## src/rtl/ulpb_member_node.sv

```systemverilog
// ulpb_member_node: one member of a ULPB ring bus.
// The node requests the bus, wins or loses arbitration by its ring position, and sends
// one address+data message. Otherwise it receives messages addressed to it and filters them.
// While it is not transmitting, it forwards upstream DIN to DOUT.
// The bus clock CLKI is oversampled by CLK_IN and is never used as a clock.
// Optional feature: define ULPB_BROADCAST_EN so that the all-ones address is also accepted.
module ulpb_member_node #(
  parameter int                    ADDR_WIDTH  = 4,
  parameter int                    DATA_WIDTH  = 8,
  parameter logic [ADDR_WIDTH-1:0] NODE_ADDR   = 4'h3,
  parameter int                    IDLE_CYCLES = 64
) (
  input  logic                  CLK_IN,
  input  logic                  RESET,
  input  logic                  CLKI,
  input  logic                  DIN,
  output logic                  DOUT,
  input  logic                  TX_REQ,
  input  logic [ADDR_WIDTH-1:0] TX_ADDR,
  input  logic [DATA_WIDTH-1:0] TX_DATA,
  output logic                  TX_DONE,
  output logic                  TX_FAIL,
  output logic [DATA_WIDTH-1:0] RX_DATA,
  output logic                  RX_VALID,
  output logic                  RX_ERR
);

  localparam int MSG_BITS = ADDR_WIDTH + DATA_WIDTH;
  localparam int SLOT_W   = $clog2(2 * MSG_BITS + 3);
  localparam int CNT_W    = $clog2(MSG_BITS + 2);
  localparam int IDLE_W   = $clog2(IDLE_CYCLES + 1);

  localparam logic [2:0] ST_IDLE = 3'd0;
  localparam logic [2:0] ST_REQ  = 3'd1;
  localparam logic [2:0] ST_ARB  = 3'd2;
  localparam logic [2:0] ST_TX   = 3'd3;
  localparam logic [2:0] ST_RX   = 3'd4;
  localparam logic [2:0] ST_WAIT = 3'd5;

  // Half-slot indices, counted in CLKI falls after arbitration is won
  localparam logic [SLOT_W-1:0] SLOT_EOM_A = SLOT_W'(2 * MSG_BITS);
  localparam logic [SLOT_W-1:0] SLOT_END   = SLOT_W'(2 * MSG_BITS + 2);
  localparam logic [CNT_W-1:0]  CNT_ADDR   = CNT_W'(ADDR_WIDTH);
  localparam logic [CNT_W-1:0]  CNT_MSG    = CNT_W'(MSG_BITS);
  localparam logic [CNT_W-1:0]  CNT_SAT    = CNT_W'(MSG_BITS + 1);
  localparam logic [IDLE_W-1:0] IDLE_MAX   = IDLE_W'(IDLE_CYCLES);

  // ---------------------------------------------------------------------------
  // Input synchronisation: bit 0 = CLKI, bit 1 = DIN
  // ---------------------------------------------------------------------------
  logic [1:0] pin_in;
  logic [1:0] pin_sync;
  logic [1:0] pin_hist;

  assign pin_in = {DIN, CLKI};

  for (genvar gi = 0; gi < 2; gi++) begin : g_sync
    logic meta_reg;
    logic sync_reg;
    logic hist_reg;

    // Two-flop synchroniser plus a history flop; reset to the idle-high bus level
    always_ff @(posedge CLK_IN) begin
      if (RESET) begin
        meta_reg <= 1'b1;
        sync_reg <= 1'b1;
        hist_reg <= 1'b1;
      end else begin
        meta_reg <= pin_in[gi];
        sync_reg <= meta_reg;
        hist_reg <= sync_reg;
      end
    end

    assign pin_sync[gi] = sync_reg;
    assign pin_hist[gi] = hist_reg;
  end

  // The history stage serves as the synchronised level, so DIN is aligned with the edge flags
  logic clki_s;
  logic din_s;
  assign clki_s = pin_hist[0];
  assign din_s  = pin_hist[1];

  logic clki_rise_reg;
  logic clki_fall_reg;

  // Register the CLKI edge flags so that they line up with clki_s and din_s
  always_ff @(posedge CLK_IN) begin
    if (RESET) begin
      clki_rise_reg <= 1'b0;
      clki_fall_reg <= 1'b0;
    end else begin
      clki_rise_reg <= pin_sync[0] & ~pin_hist[0];
      clki_fall_reg <= ~pin_sync[0] & pin_hist[0];
    end
  end

  // ---------------------------------------------------------------------------
  // Bus idle detection
  // ---------------------------------------------------------------------------
  logic [IDLE_W-1:0] idle_cnt_reg;
  logic              idle_reached;

  assign idle_reached = (idle_cnt_reg == IDLE_MAX);

  // Count CLK_IN cycles with CLKI high, saturating; any low level restarts the count
  always_ff @(posedge CLK_IN) begin
    if (RESET) begin
      idle_cnt_reg <= '0;
    end else if (!clki_s) begin
      idle_cnt_reg <= '0;
    end else if (!idle_reached) begin
      idle_cnt_reg <= idle_cnt_reg + 1'b1;
    end
  end

  // ---------------------------------------------------------------------------
  // Protocol state machine
  // ---------------------------------------------------------------------------
  logic [2:0]            state_reg,    state_next;
  logic                  dout_reg,     dout_next;
  logic [MSG_BITS-1:0]   tx_word_reg,  tx_word_next;
  logic [SLOT_W-1:0]     slot_reg,     slot_next;
  logic [ADDR_WIDTH-1:0] rx_addr_reg,  rx_addr_next;
  logic [DATA_WIDTH-1:0] rx_sh_reg,    rx_sh_next;
  logic [CNT_W-1:0]      bit_cnt_reg,  bit_cnt_next;
  logic                  half_b_reg,   half_b_next;
  logic                  samp_a_reg,   samp_a_next;
  logic                  tx_done_reg,  tx_done_next;
  logic                  tx_fail_reg,  tx_fail_next;
  logic                  rx_valid_reg, rx_valid_next;
  logic                  rx_err_reg,   rx_err_next;
  logic [DATA_WIDTH-1:0] rx_data_reg,  rx_data_next;
  logic                  addr_match;

  // Decide whether the received address is one that this node accepts
  always_comb begin
    addr_match = (rx_addr_reg == NODE_ADDR);
`ifdef ULPB_BROADCAST_EN
    if (&rx_addr_reg) begin
      addr_match = 1'b1;
    end
`endif
  end

  // Next-state, bus drive and receive-filter logic
  always_comb begin
    state_next    = state_reg;
    dout_next     = din_s;
    tx_word_next  = tx_word_reg;
    slot_next     = slot_reg;
    rx_addr_next  = rx_addr_reg;
    rx_sh_next    = rx_sh_reg;
    bit_cnt_next  = bit_cnt_reg;
    half_b_next   = half_b_reg;
    samp_a_next   = samp_a_reg;
    tx_done_next  = 1'b0;
    tx_fail_next  = 1'b0;
    rx_valid_next = 1'b0;
    rx_err_next   = 1'b0;
    rx_data_next  = rx_data_reg;

    case (state_reg)
      ST_IDLE: begin
        if (clki_fall_reg) begin
          // Another node started a message, so join as a non-requester
          state_next = ST_ARB;
        end else if (TX_REQ && idle_reached) begin
          tx_word_next = {TX_ADDR, TX_DATA};
          dout_next    = 1'b0;
          state_next   = ST_REQ;
        end
      end

      ST_REQ: begin
        dout_next = 1'b0;
        if (clki_rise_reg) begin
          if (!din_s) begin
            // An upstream node also requested and owns the bus. This rise is the one ARB
            // would wait for, so go straight to receiving and stay aligned with the sender.
            tx_fail_next = 1'b1;
            dout_next    = din_s;
            state_next   = ST_RX;
            bit_cnt_next = '0;
            half_b_next  = 1'b0;
            rx_addr_next = '0;
            rx_sh_next   = '0;
          end else begin
            slot_next  = '0;
            state_next = ST_TX;
          end
        end
      end

      ST_ARB: begin
        if (clki_rise_reg) begin
          state_next   = ST_RX;
          bit_cnt_next = '0;
          half_b_next  = 1'b0;
          rx_addr_next = '0;
          rx_sh_next   = '0;
        end
      end

      ST_TX: begin
        dout_next = dout_reg;
        if (clki_fall_reg) begin
          if (slot_reg < SLOT_EOM_A) begin
            // Each bit is driven in both half-slots; move to the next bit after half-slot B
            dout_next = tx_word_reg[MSG_BITS-1];
            if (slot_reg[0]) begin
              tx_word_next = {tx_word_reg[MSG_BITS-2:0], 1'b0};
            end
          end else if (slot_reg == SLOT_EOM_A) begin
            dout_next = 1'b1;
          end else begin
            dout_next = 1'b0;
          end
          if (slot_reg != SLOT_END) begin
            slot_next = slot_reg + 1'b1;
          end
        end
        if (clki_rise_reg && (slot_reg == SLOT_END)) begin
          // Downstream has sampled EOM half-slot B, so release the bus
          tx_done_next = 1'b1;
          dout_next    = din_s;
          state_next   = ST_WAIT;
        end
      end

      ST_RX: begin
        if (clki_rise_reg) begin
          if (!half_b_reg) begin
            samp_a_next = din_s;
            half_b_next = 1'b1;
          end else begin
            half_b_next = 1'b0;
            if (samp_a_reg == din_s) begin
              if (bit_cnt_reg < CNT_ADDR) begin
                rx_addr_next = {rx_addr_reg[ADDR_WIDTH-2:0], din_s};
              end else if (bit_cnt_reg < CNT_MSG) begin
                rx_sh_next = {rx_sh_reg[DATA_WIDTH-2:0], din_s};
              end
              if (bit_cnt_reg != CNT_SAT) begin
                bit_cnt_next = bit_cnt_reg + 1'b1;
              end
            end else begin
              // Unequal half-slots mark end of message
              state_next = ST_WAIT;
              if ((bit_cnt_reg >= CNT_ADDR) && addr_match) begin
                if (bit_cnt_reg == CNT_MSG) begin
                  rx_data_next  = rx_sh_reg;
                  rx_valid_next = 1'b1;
                end else begin
                  rx_err_next = 1'b1;
                end
              end
            end
          end
        end
      end

      ST_WAIT: begin
        if (idle_reached) begin
          state_next = ST_IDLE;
        end
      end

      default: begin
        state_next = ST_IDLE;
      end
    endcase
  end

  // State and output registers; reset abandons any message in progress without pulses
  always_ff @(posedge CLK_IN) begin
    if (RESET) begin
      state_reg    <= ST_IDLE;
      dout_reg     <= 1'b1;
      tx_word_reg  <= '0;
      slot_reg     <= '0;
      rx_addr_reg  <= '0;
      rx_sh_reg    <= '0;
      bit_cnt_reg  <= '0;
      half_b_reg   <= 1'b0;
      samp_a_reg   <= 1'b0;
      tx_done_reg  <= 1'b0;
      tx_fail_reg  <= 1'b0;
      rx_valid_reg <= 1'b0;
      rx_err_reg   <= 1'b0;
      rx_data_reg  <= '0;
    end else begin
      state_reg    <= state_next;
      dout_reg     <= dout_next;
      tx_word_reg  <= tx_word_next;
      slot_reg     <= slot_next;
      rx_addr_reg  <= rx_addr_next;
      rx_sh_reg    <= rx_sh_next;
      bit_cnt_reg  <= bit_cnt_next;
      half_b_reg   <= half_b_next;
      samp_a_reg   <= samp_a_next;
      tx_done_reg  <= tx_done_next;
      tx_fail_reg  <= tx_fail_next;
      rx_valid_reg <= rx_valid_next;
      rx_err_reg   <= rx_err_next;
      rx_data_reg  <= rx_data_next;
    end
  end

  assign DOUT     = dout_reg;
  assign TX_DONE  = tx_done_reg;
  assign TX_FAIL  = tx_fail_reg;
  assign RX_DATA  = rx_data_reg;
  assign RX_VALID = rx_valid_reg;
  assign RX_ERR   = rx_err_reg;

endmodule
```

## config.mk

```make
export PLATFORM = sky130hd
export DESIGN_NAME = ulpb_member_node
export DESIGN_NICKNAME = d
export VERILOG_FILES = /design/src/rtl/ulpb_member_node.sv
export SDC_FILE = /design/constraint.sdc
export NUM_CORES = 1
export LEC_CHECK = 0
export ABC_AREA = 0
export CAP_MARGIN = 20
export CORE_MARGIN = 4
export CORE_UTILIZATION = 30
export DETAILED_ROUTE_END_ITERATION = 8
export MAX_ROUTING_LAYER = met4
export PLACE_DENSITY = 0.54
export SLEW_MARGIN = 20
export SYNTH_ARGS = -nofsm -noshare
export SYNTH_HDL_FRONTEND = slang
export SYNTH_SLANG_ARGS = --single-unit
```

## constraint.sdc

```tcl
create_clock -name CLK_IN -period 3.4 [get_ports CLK_IN]
set_clock_uncertainty 0.15 [all_clocks]
set_input_delay 0.68 -clock CLK_IN [delete_from_list [all_inputs] [get_ports CLK_IN]]
set_output_delay 0.68 -clock CLK_IN [all_outputs]
set_load 0.05 [all_outputs]
```

==> flow_summary.ini, run 1 <==
[synth]
synthCells = 358
synth_sequential_area_ratio_pct = 43.74
synth-async-reset-ratio_pct = 0
post_synth_num_cell_types = 53
synth_warnings = 0
yosys_most_used_dff = sky130_fd_sc_hd__dfxtp_1
synth.cell_area_um2 = 3020
mappedNetlistNets = 383
number_of_flip_flops_and_latches_in_the_synthesized_netlist = 66
syn-mean-instance-area_um2 = 8.437
synth-edff-count = 0

[finish]
n_antenna_cell = 0
final_layout_size_suffix_gt1_share_pct = 8.355
largest_reg_flops = 12
seqCellArea_um2 = 1321
fin_cells = 516
design.final.nets = 403
multi_input_comb_area_um2 = 1546
layout.filler_cells = 1006
synthToLayoutAreaGrowth_pct = 18.77

[floorplanning]
design.die.area_um2 = 11740
ioPinCount = 30
initial_cell_density_of_the_core_pct = 30.90
placement_rows = 36
die_height_um = 108.3
fp.dieW_um = 108.3
placeableCoreArea_um2 = 9774

[timing]
worst-slew-pin-transition_ps = 778.1
period_share_pct = 71.63
final-setup-viol-count = 0
timing.setup.tns_ps = 0
report.final.slew_viol_count = 0
report.final.hold_viol_count = 0
slew_limit_headroom_pct = 47.76
tmin_final_ps = 2436
grt_setup_unrepaired = false
timing.fmax_mhz = 410.6

[placement]
dpl.cell_count = 500
dpl.hpwl_um = 4282
gp_congestion = 0.7947
port_buffers = 29

[detailed_routing]
detail_route.drc_violations = 0
routed_length_per_placed_instance_um = 12.01
drtIter0Drc = 69
ant_nets = 0
drt_pass1_iterations = 4
route.vias.total = 2459
route.detailed.vias_per_inst = 4.766
detail_route.wirelength_um = 6199

[setup_path]
worst_ep_arrival_time_ps = 2530
type_of_the_worst_setup_path = flip-flop to flip-flop
worst_r2r_startpoint = state_reg[1]$_SDFFE_PP0P_
cp_data_required_time_ps = 3490
worst-r2r-setup-slack_ps = 960
worst_setup_sp_type = flip-flop
worst_setup_path_end_kind = flip-flop
timing.critical_path.from = state_reg[1]$_SDFFE_PP0P_
worst-path-max-fanout = 23

[cts]
post_cts_clock_slew_at_the_launch_and_capture_registers_of_the_worst_setup_and_hold_paths_ps = 80
cts_inserted_buffers = 9
cts_tree = built
clock_tree.buffer_depth = 2
clk_root_buffer_cell = sky130_fd_sc_hd__clkbuf_8
cts_max_level = 3
clock_sinks = 66
postCtsSetupBuffers = 0
cts_resized = 0
holdBufCountCts = 0
insertion_delay_ps = 340

[job]
maxCapViolCount = 0

[global_routing]
globalRouteOverflowTotal = 0
vias_in_the_first_global_route = 2351
pin_count_of_the_biggest_net_entering_global_routing = 33
globalRouteTotalUtil_pct = 11.86
grt_pass1_wl_um = 10830
grt_antenna_before_repair = 0

[power_and_ir_drop]
power_leakage_nw = 1.229
pwrdens_nw_per_um2 = 483.9
irDropWorstVdd_v = 0.0002203

[status]
outcome = finished, final reports clean

[min_path]
worstHoldStart = g_sync[1].meta_reg$_SDFF_PP1_
worst_hold_class = flip-flop to flip-flop
[cells in the mapped netlist (5+ instances only)]
master	instances	area share (%)
sky130_fd_sc_hd__a311oi_1	13	3.8
sky130_fd_sc_hd__nor2_1	45	5.6
sky130_fd_sc_hd__nand3_1	23	3.8
sky130_fd_sc_hd__dfxtp_1	66	44
sky130_fd_sc_hd__nand2_1	54	6.7
sky130_fd_sc_hd__mux2i_1	11	3.6
sky130_fd_sc_hd__inv_1	12	1.5
sky130_fd_sc_hd__nor3_1	5	0.83
sky130_fd_sc_hd__xor2_1	8	2.3
sky130_fd_sc_hd__ha_1	8	3.3
sky130_fd_sc_hd__or2_2	6	1.2
sky130_fd_sc_hd__clkbuf_1	15	1.9
sky130_fd_sc_hd__a21oi_1	24	4.0
[final timing paths]
check | end | cells past startpoint
max reg2reg | tx_word_reg[3]$_SDFFE_PP0P_ | 4
max | tx_word_reg[3]$_SDFFE_PP0P_ | 4
min | g_sync[1].sync_reg$_SDFF_PP1_ | 1
min reg2reg | g_sync[1].sync_reg$_SDFF_PP1_ | 1
[worst max-delay path, cell delays in order (launching register included)]
cell and delay (ps):
sky130_fd_sc_hd__dfxtp_1 730, sky130_fd_sc_hd__and3b_1 580, sky130_fd_sc_hd__a41o_2 520, sky130_fd_sc_hd__nor2_1 70
sky130_fd_sc_hd__a311oi_1 280
[final cells by class]
class                   count  area share, %
clock buffers               9          3.453
clock inverters             7          2.128
inverters                  12          1.256
multi-input cells         257          43.11
flip-flops and latches     66          36.83
well taps                 133          4.639
repair buffers             32          8.580
[per-layer routing]
layer	up-vias	wire length [um]	GRT usage, %
met2	30	2890	18.38
li1	1285	-	-
met3	7	261	3.463
met4	0	53	3.607
met1	1137	2994	14.98
met5	-	0	-
[stage by stage]
step	util, %	setup WS (ps)	total power (W)	instance area (um^2)	hold slack [ps]
global route	36.70	761.4	0.001834	3587	275.0
global placement	34.65	989.2	0.001089	3387	240.9
floorplan	-	1417	0.001040	3020	239.5
detailed placement	34.65	928.7	0.001091	3387	242.3
CTS	36.70	954.9	0.001761	3587	261.2
finish	36.70	964.4	0.001736	3587	260.9
[report_power, final]
group          internal [W]  switching [W]  total, W
Sequential         0.000791      0.0000443  0.000835
Clock              0.000343       0.000319  0.000662
Combinational      0.000102       0.000136  0.000238
[layout by cell type, fill, tap and decap left out, drive strengths merged, types with 3 or more instances in the layout]
cell,count
and3,3
nor3,6
or2,6
inv,14
nor2b,3
nand4,4
xor2,8
clkbuf,9
ha,8
nand3b,3
nor3b,3
a21o,3
buf,4
clkdlybuf4s50,28
mux2i,11
nand2b,3
a311oi,13
dfxtp,66
nand3,23
nand2,55
nor2,45
a21oi,24
o21ai,3
xnor2,3
[cells by family after synthesis]
kind of cell	after synthesis	share of synthesized area (%)
muxes	11	3.646
DFF	66	43.74
and+or+nand+nor	167	27.55
xor gates and xnor gates	11	3.190
adders and majority gates	8	3.314
AOI/OAI and AO/OA	60	13.50
buffers and inverters	35	5.053
(Power assumes the default switching activity.)
==> run 2: changes to the inputs <==
PLACE_DENSITY = 0.56   (was 0.54)
clock period = 2.1 ns   (was 3.4 ns; I/O delays follow)
==> flow_summary.ini, run 2 (synthesized netlist as in run 1, its figures left out) <==
[cts]
post_cts_clock_slew_at_the_launch_and_capture_registers_of_the_worst_setup_and_hold_paths_ps = 70
postCtsSetupBuffers = 0
clk_root_buffer_cell = sky130_fd_sc_hd__clkbuf_8
cts_tree = built
insertion_delay_ps = 350
clock_tree.buffer_depth = 2
cts_max_level = 3
cts_inserted_buffers = 9
clock_sinks = 66

[timing]
timing.setup.tns_ps = 0
slew_limit_headroom_pct = 63.47
final-setup-viol-count = 0
worst-slew-pin-transition_ps = 543.3
report.final.slew_viol_count = 0
period_share_pct = 95.86
timing.fmax_mhz = 496.8
tmin_final_ps = 2013
grt_setup_unrepaired = true
setup_ws_post_layout_ps = 87.02
report.final.hold_viol_count = 0

[finish]
final_common_cell = sky130_fd_sc_hd__dfxtp_1
largest_reg_flops = 12
final_layout_size_suffix_gt1_share_pct = 13.97
layout.filler_cells = 1007
n_antenna_cell = 0
layout_common_cells = sky130_fd_sc_hd__dfxtp_1 (66), sky130_fd_sc_hd__nand2_1 (54), sky130_fd_sc_hd__nor2_1 (45), sky130_fd_sc_hd__a21oi_1 (24), sky130_fd_sc_hd__nand3_1 (23)
design.final.nets = 421
synthToLayoutAreaGrowth_pct = 27.46

[setup_path]
critPathTopFamily = simple AND/OR/NAND/NOR gates
worst_setup_path_end_kind = flip-flop
cpPeakStageDelay_ps = 580
worst-path-max-fanout = 23
cp_data_required_time_ps = 2200
r2r.worst_path.cells = 6
worst_ep_arrival_time_ps = 2110
critical_path.cell_chain = or4b_4, nor3_4, a41o_2, buf_12, nor2_1, a311oi_1
worstPathBufferInverterCount = 1
worst_setup_sp_type = flip-flop
type_of_the_worst_setup_path = flip-flop to flip-flop
critical_path_cell_count = 6
critical_path.slowest_cell = sky130_fd_sc_hd__or4b_4

[floorplanning]
fp.dieW_um = 108.3
die_height_um = 108.3
design.die.area_um2 = 11740
ioPinCount = 30
placeableCoreArea_um2 = 9774
initial_cell_density_of_the_core_pct = 30.90
placement_rows = 36

[detailed_routing]
ant_nets = 0
detail_route.drc_violations = 0
routed_length_per_placed_instance_um = 11.93
drtIter0Drc = 67
route.detailed.vias_per_inst = 4.728
drt_pass1_iterations = 4
detail_route.wirelength_um = 6373
route.vias.total = 2525

[power_and_ir_drop]
total_power_w = 0.003130
comb_power_share_pct = 15.8
p_switching_w = 0.0008297
pwrdens_nw_per_um2 = 813.0
irDropWorstVdd_v = 0.0003549
power.internal_w = 0.002300
pwr-share-clk_pct = 42.0
power.share.switching_pct = 26.51
power_leakage_nw = 1.526
pwr-share-seq_pct = 42.2

[global_routing]
pin_count_of_the_biggest_net_entering_global_routing = 32
grt_antenna_before_repair = 0
globalRouteOverflowTotal = 0
grt_pass1_wl_um = 10990
globalRouteTotalUtil_pct = 12.15
vias_in_the_first_global_route = 2444

[placement]
port_buffers = 29
dpl.hpwl_um = 4547
dp_slack_ps = -41.56
gp_congestion = 0.8516

[min_path]
hold-path-cell-count = 1
worst_hold_class = flip-flop to flip-flop

[status]
outcome = finished, final reports clean

[job]
maxCapViolCount = 0
-- run 2: cell count changes in the layout (fill, tap and decap cells not counted), sizes merged --
cell	change
dlymetal6s2s	+8
buf	+19
clkdlybuf4s50	-9
bufinv	+2
clkinvlp	-2
inv	-1
clkinv	+1
-- run 2: layout make-up --
cell class	count	area (um^2)	share of cell area, %
clock buffers	9	123.9	3.217
multi-input cells	257	1579	41.01
well taps	133	166.4	4.322
inverters	12	45.04	1.170
repair buffers	50	489.2	12.71
flip-flops and latches	66	1321	34.32
clock inverters	7	125.1	3.250
-- run 2: metal layers --
metal / GRT usage, % / vias up / routed length (um)
met1: 14.74 / 1170 / 3048
met4: 4.599 / 0 / 89
met5: - / - / 0
met3: 3.940 / 9 / 251
met2: 18.83 / 30 / 2984
li1: - / 1316 / -
-- run 2: final timing paths --
check | to | slack, ps | start
max | tx_word_reg[4]$_SDFFE_PP0P_ | 90 | idle_cnt_reg[2]$_SDFFE_PP0P_
max reg2reg | tx_word_reg[4]$_SDFFE_PP0P_ | 90 | idle_cnt_reg[2]$_SDFFE_PP0P_
min | g_sync[1].sync_reg$_SDFF_PP1_ | 260 | g_sync[1].meta_reg$_SDFF_PP1_
min reg2reg | g_sync[1].sync_reg$_SDFF_PP1_ | 260 | g_sync[1].meta_reg$_SDFF_PP1_
-- run 2: power groups by stage --
stage / Clock, W / Combinational, W / Sequential, W
after floorplan: 0 / 0.000351 / 0.00133
after global placement: 0 / 0.000465 / 0.00135
after detailed placement: 0 / 0.000467 / 0.00135
after CTS: 0.00136 / 0.000470 / 0.00132
after global routing: 0.00142 / 0.000552 / 0.00133
final: 0.00131 / 0.000495 / 0.00132
-- run 2: stage by stage --
stage | instances | util, % | hold slack (ps) | instance area (um^2)
6_report | 534 | 39.39 | 263.7 | 3850
5_1_grt | 534 | 39.39 | 284.5 | 3850
4_1_cts | 534 | 38.81 | 266.2 | 3794
3_5_place_dp | 518 | 36.26 | 246.0 | 3545
3_3_place_gp | 518 | 36.26 | 242.7 | 3545
2_1_floorplan | 358 | - | 239.5 | 3020
-- run 2: timing repair --
action	in CTS	in global routing
setup endpoints to repair	0	30
hold buffers	0	0
resized for setup	0	15
